[src/rtl/datapath_sequencer.sv]
// Control sequencer for a small register-file datapath: accepts one instruction in IDLE,
// then walks LOADT/EXEC/DONE emitting write, tmp-load and mux selects for that instruction.
module datapath_sequencer (
  input  logic       clk,
  input  logic       reset,
  input  logic       start,
  input  logic [2:0] op,
  input  logic [1:0] ra,
  input  logic [1:0] rb,
  input  logic [1:0] rd,
  output logic [1:0] sr,
  output logic [1:0] Rn,
  output logic       w,
  output logic [1:0] aluop,
  output logic       lt,
  output logic [2:0] tsel,
  output logic [2:0] bsel,
  output logic       busy,
  output logic       done,
  output logic       err,
  output logic [1:0] dbg_state
);

  localparam logic [2:0] OP_MOVI = 3'b000;
  localparam logic [2:0] OP_XOR  = 3'b001;
  localparam logic [2:0] OP_AND  = 3'b010;
  localparam logic [2:0] OP_SHL  = 3'b011;
  localparam logic [2:0] OP_MOV  = 3'b100;

  typedef enum logic [1:0] {
    IDLE  = 2'b00,
    LOADT = 2'b01,
    EXEC  = 2'b10,
    DONE  = 2'b11
  } state_t;

  state_t     state;
  logic [2:0] op_q;
  logic [1:0] ra_q;
  logic [1:0] rb_q;
  logic [1:0] rd_q;
  logic       bad_q;
  logic       illegal;
  logic       is_alu;

  function automatic logic [2:0] onehot(input logic [1:0] r);
    case (r)
      2'd1:    onehot = 3'b001;
      2'd2:    onehot = 3'b010;
      2'd3:    onehot = 3'b100;
      default: onehot = 3'b000;
    endcase
  endfunction

  // SHL and MOVI never read the B bus, so rb=00 is only illegal for XOR/AND/MOV.
  always_comb begin
    illegal = (op > OP_MOV) ||
              (((op == OP_XOR) || (op == OP_AND) || (op == OP_MOV)) && (rb == 2'd0));
    is_alu  = (op == OP_XOR) || (op == OP_AND) || (op == OP_SHL);
  end

  // start is a request qualified by IDLE only: it is accepted on a rising edge where
  // state is IDLE and start=1; while busy (including the DONE cycle) it is ignored.
  always_ff @(posedge clk) begin
    if (reset) begin
      state <= IDLE;
      op_q  <= 3'd0;
      ra_q  <= 2'd0;
      rb_q  <= 2'd0;
      rd_q  <= 2'd0;
      bad_q <= 1'b0;
    end else begin
      case (state)
        IDLE: begin
          if (start) begin
            op_q  <= op;
            ra_q  <= ra;
            rb_q  <= rb;
            rd_q  <= rd;
            bad_q <= illegal;
            if (illegal)     state <= DONE;
            else if (is_alu) state <= LOADT;
            else             state <= EXEC;
          end
        end
        LOADT:   state <= EXEC;
        EXEC:    state <= DONE;
        DONE:    state <= IDLE;
        default: state <= IDLE;
      endcase
    end
  end

  always_comb begin
    sr    = 2'b00;
    Rn    = 2'b00;
    w     = 1'b0;
    aluop = 2'b00;
    lt    = 1'b0;
    tsel  = 3'b000;
    bsel  = 3'b000;
    done  = 1'b0;
    err   = 1'b0;
    case (state)
      LOADT: begin
        lt = 1'b1;
        if (ra_q == 2'd0) begin
          tsel = 3'b010;
        end else begin
          tsel = 3'b100;
          bsel = onehot(ra_q);
        end
      end
      EXEC: begin
        w  = 1'b1;
        Rn = rd_q;
        sr = (op_q == OP_MOVI) ? 2'b00 : 2'b01;
        case (op_q)
          OP_XOR:  aluop = 2'b00;
          OP_AND:  aluop = 2'b01;
          OP_SHL:  aluop = 2'b10;
          OP_MOV:  aluop = 2'b11;
          default: aluop = 2'b00;
        endcase
        bsel = ((op_q == OP_SHL) || (op_q == OP_MOVI)) ? 3'b001 : onehot(rb_q);
      end
      DONE: begin
        done = 1'b1;
        err  = bad_q;
      end
      default: ;
    endcase
  end

  assign busy      = (state != IDLE);
  assign dbg_state = state;

endmodule
[config.mk]
export PLATFORM = sky130hd
export DESIGN_NAME = datapath_sequencer
export DESIGN_NICKNAME = d
export VERILOG_FILES = /design/src/rtl/datapath_sequencer.sv
export SDC_FILE = /design/constraint.sdc
export NUM_CORES = 1
export LEC_CHECK = 0
export CAP_MARGIN = 25
export CORE_MARGIN = 2
export CORE_UTILIZATION = 45
export DETAILED_ROUTE_END_ITERATION = 7
export GPL_TIMING_DRIVEN = 1
export PLACE_DENSITY = 0.83
export SLEW_MARGIN = 20
export SYNTH_ARGS = -nofsm -noshare
export SYNTH_HDL_FRONTEND = slang
export SYNTH_SLANG_ARGS = --single-unit
[constraint.sdc]
create_clock -name clk -period 3.7 [get_ports clk]
set_clock_uncertainty 0.15 [all_clocks]
set_input_delay 0.555 -clock clk [delete_from_list [all_inputs] [get_ports clk]]
set_output_delay 0.555 -clock clk [all_outputs]
set_load 0.01 [all_outputs]
==> reports/metrics.csv <==
stage,metric,value,unit
hold_path,endpoint of the worst hold-timing path,rd_q[1]$_SDFFE_PP0P_,
sta,post-route worst setup slack,937,ps
sta,Period minus WS final,2760,ps
clock_network,clk slew on worst S/H paths,70,ps
sta,unrepaired setup endpoints after global routing,no,
grt,vias in the first global route,708,
clock_network,clk root buf,clkbuf_4,
hold_path,hold crit path type,register to register,
synthesis,library cells used by synthesis,32,
grt,largest net degree at the start of global routing,13,
detailed_routing,mean routed wirelength per cell,12.7,um
clock_network,post-cts gate resize count,0,
clock_network,clock tree from TritonCTS,done,
layout,antenna diode count,0,
hold_path,hold_sp,rd_q[1]$_SDFFE_PP0P_,
synthesis,async set or reset register ratio after synthesis,0,%
power_and_ir_drop,proportion of power drawn by the clock network,15.6,%
placement,input/output buffers,28,
synthesis,share of the yosys chip area belonging to registers,31.8,%
layout,final-layout fill cell count,141,
synthesis,Synth Warn #,0,
critical_path,WP depth,5,
synthesis,most instantiated cells after synthesis,"nand2_1, dfxtp_1, a21oi_1",
synthesis,largest area contributor in the synthesized netlist,dfxtp_1,
sta,Final Cycle Share,74.7,%
clock_network,post-cts hold buffer count,0,
grt,Tot GR Track Use,19.9,%
critical_path,count of buffer and inverter cells on the critical path,2,
layout,share of layout cells above drive strength 1,4.84,%
critical_path,family of cells with the greatest summed delay on the critical path,buffers and inverters,
synthesis,primary flip-flop cell chosen by synthesis mapping,dfxtp_1,
synthesis,most repeated cell in the gate-level netlist after synthesis,nand2_1,
power_and_ir_drop,relative contribution of sequential cells to total power,29.4,%
clock_network,worst-skew pair later-pin latency,280,ps
sta,setup TNS,0,ps
grt,"Remaining Overflow, GRT",0,
die,I/O pin count,31,
die,width of the chip,45.0,um
critical_path,Critical Path Source Type,register,
critical_path,CP required,2990,ps
detailed_routing,number of optimization iterations in the first detailed-route pass,4,
power_and_ir_drop,net switching power,0.000266,W
clock_network,Setup Buffers After CTS,0,
power_and_ir_drop,Net Sw Frac,39.7,%
critical_path,series of cell instances along the critical path,inv_1 -> ha_1 -> o2111ai_1 -> a21boi_0 -> clkdlybuf4s50_1,
synthesis,mapped cell area,756,sq um
detailed_routing,via count of the routed design,755,
detailed_routing,remaining antenna violation count after routing,0,
placement,RD Place Congestion,0.877,
placement,HPWL after DPL,1.33,mm
sta,Peak Freq,362,MHz
detailed_routing,total detailed-routing wirelength,1.78,mm
critical_path,largest fanout on the critical path,10,
power_and_ir_drop,Leakage,0.394,nW
flow_run,Max Cap Viol,0,
detailed_routing,final routed DRC violation total,0,
clock_network,cts bufs inserted,3,
critical_path,arrival time at the worst endpoint,2060,ps
synthesis,synthesized area per cell,7.63,sq um
critical_path,cell with the largest stage delay on the worst path,clkdlybuf4s50_1,
layout,growth of design area from synthesis to finish,39.9,%
detailed_routing,Avg Vias per Cell,5.39,
power_and_ir_drop,PwrDens,633,mW/mm^2
die,placeable core region,0.00154,sq mm
critical_path,crit path capture type,primary output,
grt,global-route wire length before repair,2.96,mm
hold_path,number of cells on the worst hold path,2,
clock_network,Clock Tree Buf Depth,2,
synthesis,Post-synth EDFFs,0,
clock_network,deepest level of the CTS H-tree,1,
critical_path,r2r setup slk,2040,ps
sta,pins over their slew limit,0,
critical_path,Worst R2R Path Depth,5,
layout,Nets,142,
power_and_ir_drop,worst vdd ir,0.000500,V
synthesis,ranking of synthesized cells by area,"dfxtp_1, nand2_1, ha_1, a21oi_1, and2_1",
die,effective utilization at floorplan,49.0,%
placement,Post-Place Setup Slack,1240,ps
status,run status,finished clean,
sta,Final Hold Viols,0,
power_and_ir_drop,total power,0.000670,W
power_and_ir_drop,Gate power share,55.0,%
critical_path,capture point of the worst reg-to-reg path,bad_q$_SDFFE_PP0P_,
grt,antenna violations before repair,0,
die,die area,0.00202,sq mm
layout,core utilization of the finished layout,68.6,%
sta,final setup violation count,0,
die,Die Y-Extent,45.0,um
critical_path,startpoint-to-endpoint class of the critical path,register to primary output,
synthesis,cell count after synthesis,99,
die,row count,14,
critical_path,"Largest stage delay, worst path",560,ps
synthesis,share of Yosys cell area claimed by the top area cell type,31.8,%
critical_path,launch point of the worst reg-to-reg path,dbg_state[0]$_SDFFE_PP0P_,
detailed_routing,count of routing violations after the opening detailed-route iteration,10,
clock_network,# clock sinks,12,
synthesis,synthesized flop and latch total,12,
power_and_ir_drop,cell internal pwr,0.000404,W
## flip-flops by register name, summed over array words and instances (netlist names)
signal	flops
rb_q	2
op_q	3
rd_q	2
ra_q	2
bad_q	1
dbg_state	2
## how the worst max path moves through the flow
stage                                    startpoint      end  slack [ps]
after global routing      dbg_state[0]$_SDFFE_PP0P_  bsel[1]         770
after detailed placement  dbg_state[0]$_SDFFE_PP0P_  bsel[1]        1240
after CTS                 dbg_state[0]$_SDFFE_PP0P_  bsel[1]         920
after floorplan           dbg_state[0]$_SDFFE_PP0P_  bsel[2]        1640
after global placement    dbg_state[0]$_SDFFE_PP0P_  bsel[2]        1300
final                     dbg_state[0]$_SDFFE_PP0P_  bsel[1]         940
## area by class of cell
cell class / count / area [sq um] / share of cell area [%]
Sequential cell: 12 / 240 / 22.7
Inverter: 4 / 15.0 / 1.42
Tap cell: 16 / 20.0 / 1.89
Timing Repair Buffer: 28 / 280 / 26.5
Clock buffer: 4 / 36.3 / 3.43
Multi-Input combinational cell: 76 / 465 / 44.0
## per-layer routing
layer | global-route usage (%) | vias to the layer above | wire length (um)
met1 | 24.0 | 335 | 760
met5 | 0 | - | 0
met3 | 3.60 | 5 | 94
met2 | 34.0 | 29 | 894
met4 | 8.82 | 0 | 34
li1 | - | 386 | -
## placed cells by master, fill, tap and decap left out, types with 2 or more instances in the layout
cell type,instances
o2111ai_1,2
nor3_1,2
conb_1,2
nor3b_1,2
dfxtp_1,12
a21boi_0,3
nor2_1,5
o21a_1,2
nand2_1,21
ha_1,5
a21oi_1,9
nand3b_1,2
clkdlybuf4s50_1,28
xor2_1,2
inv_1,4
and2_1,4
o22ai_1,2
clkbuf_4,3
## metrics by stage
step	cell area (sq um)	std cells	hold slack, ps
global placement	1020	136	292
global route	1060	140	331
finish	1060	140	301
CTS	1060	140	304
detailed placement	1020	136	294
floorplan	759	100	282
## tightest hold or removal path, delay by kind of cell (launching register included)
kind,cells,cell delay [ps]
AND/OR/NAND/NOR,1,50
AO/OA/AOI/OAI,1,50
flip-flops,1,310
## power groups by stage
stage / Combinational, W / Sequential (W) / Clock (W)
finish: 0.000368 / 0.000197 / 0.000105
floorplan: 0.000228 / 0.000190 / 0
global placement: 0.000362 / 0.000194 / 0
CTS: 0.000371 / 0.000196 / 0.000106
global route: 0.000408 / 0.000201 / 0.000113
detailed placement: 0.000368 / 0.000199 / 0
## kinds of logic after synthesis
group	Yosys count	synth area share, %
flip-flops	12	31.8
AND/OR/NAND/NOR	42	27.2
other	1	0.496
adder cells (fa/ha/maj)	5	8.28
XOR/XNOR	3	3.48
buffers and inverters	12	7.12
AO/OA/AOI/OAI	24	21.7
(Power assumes the default switching activity.)
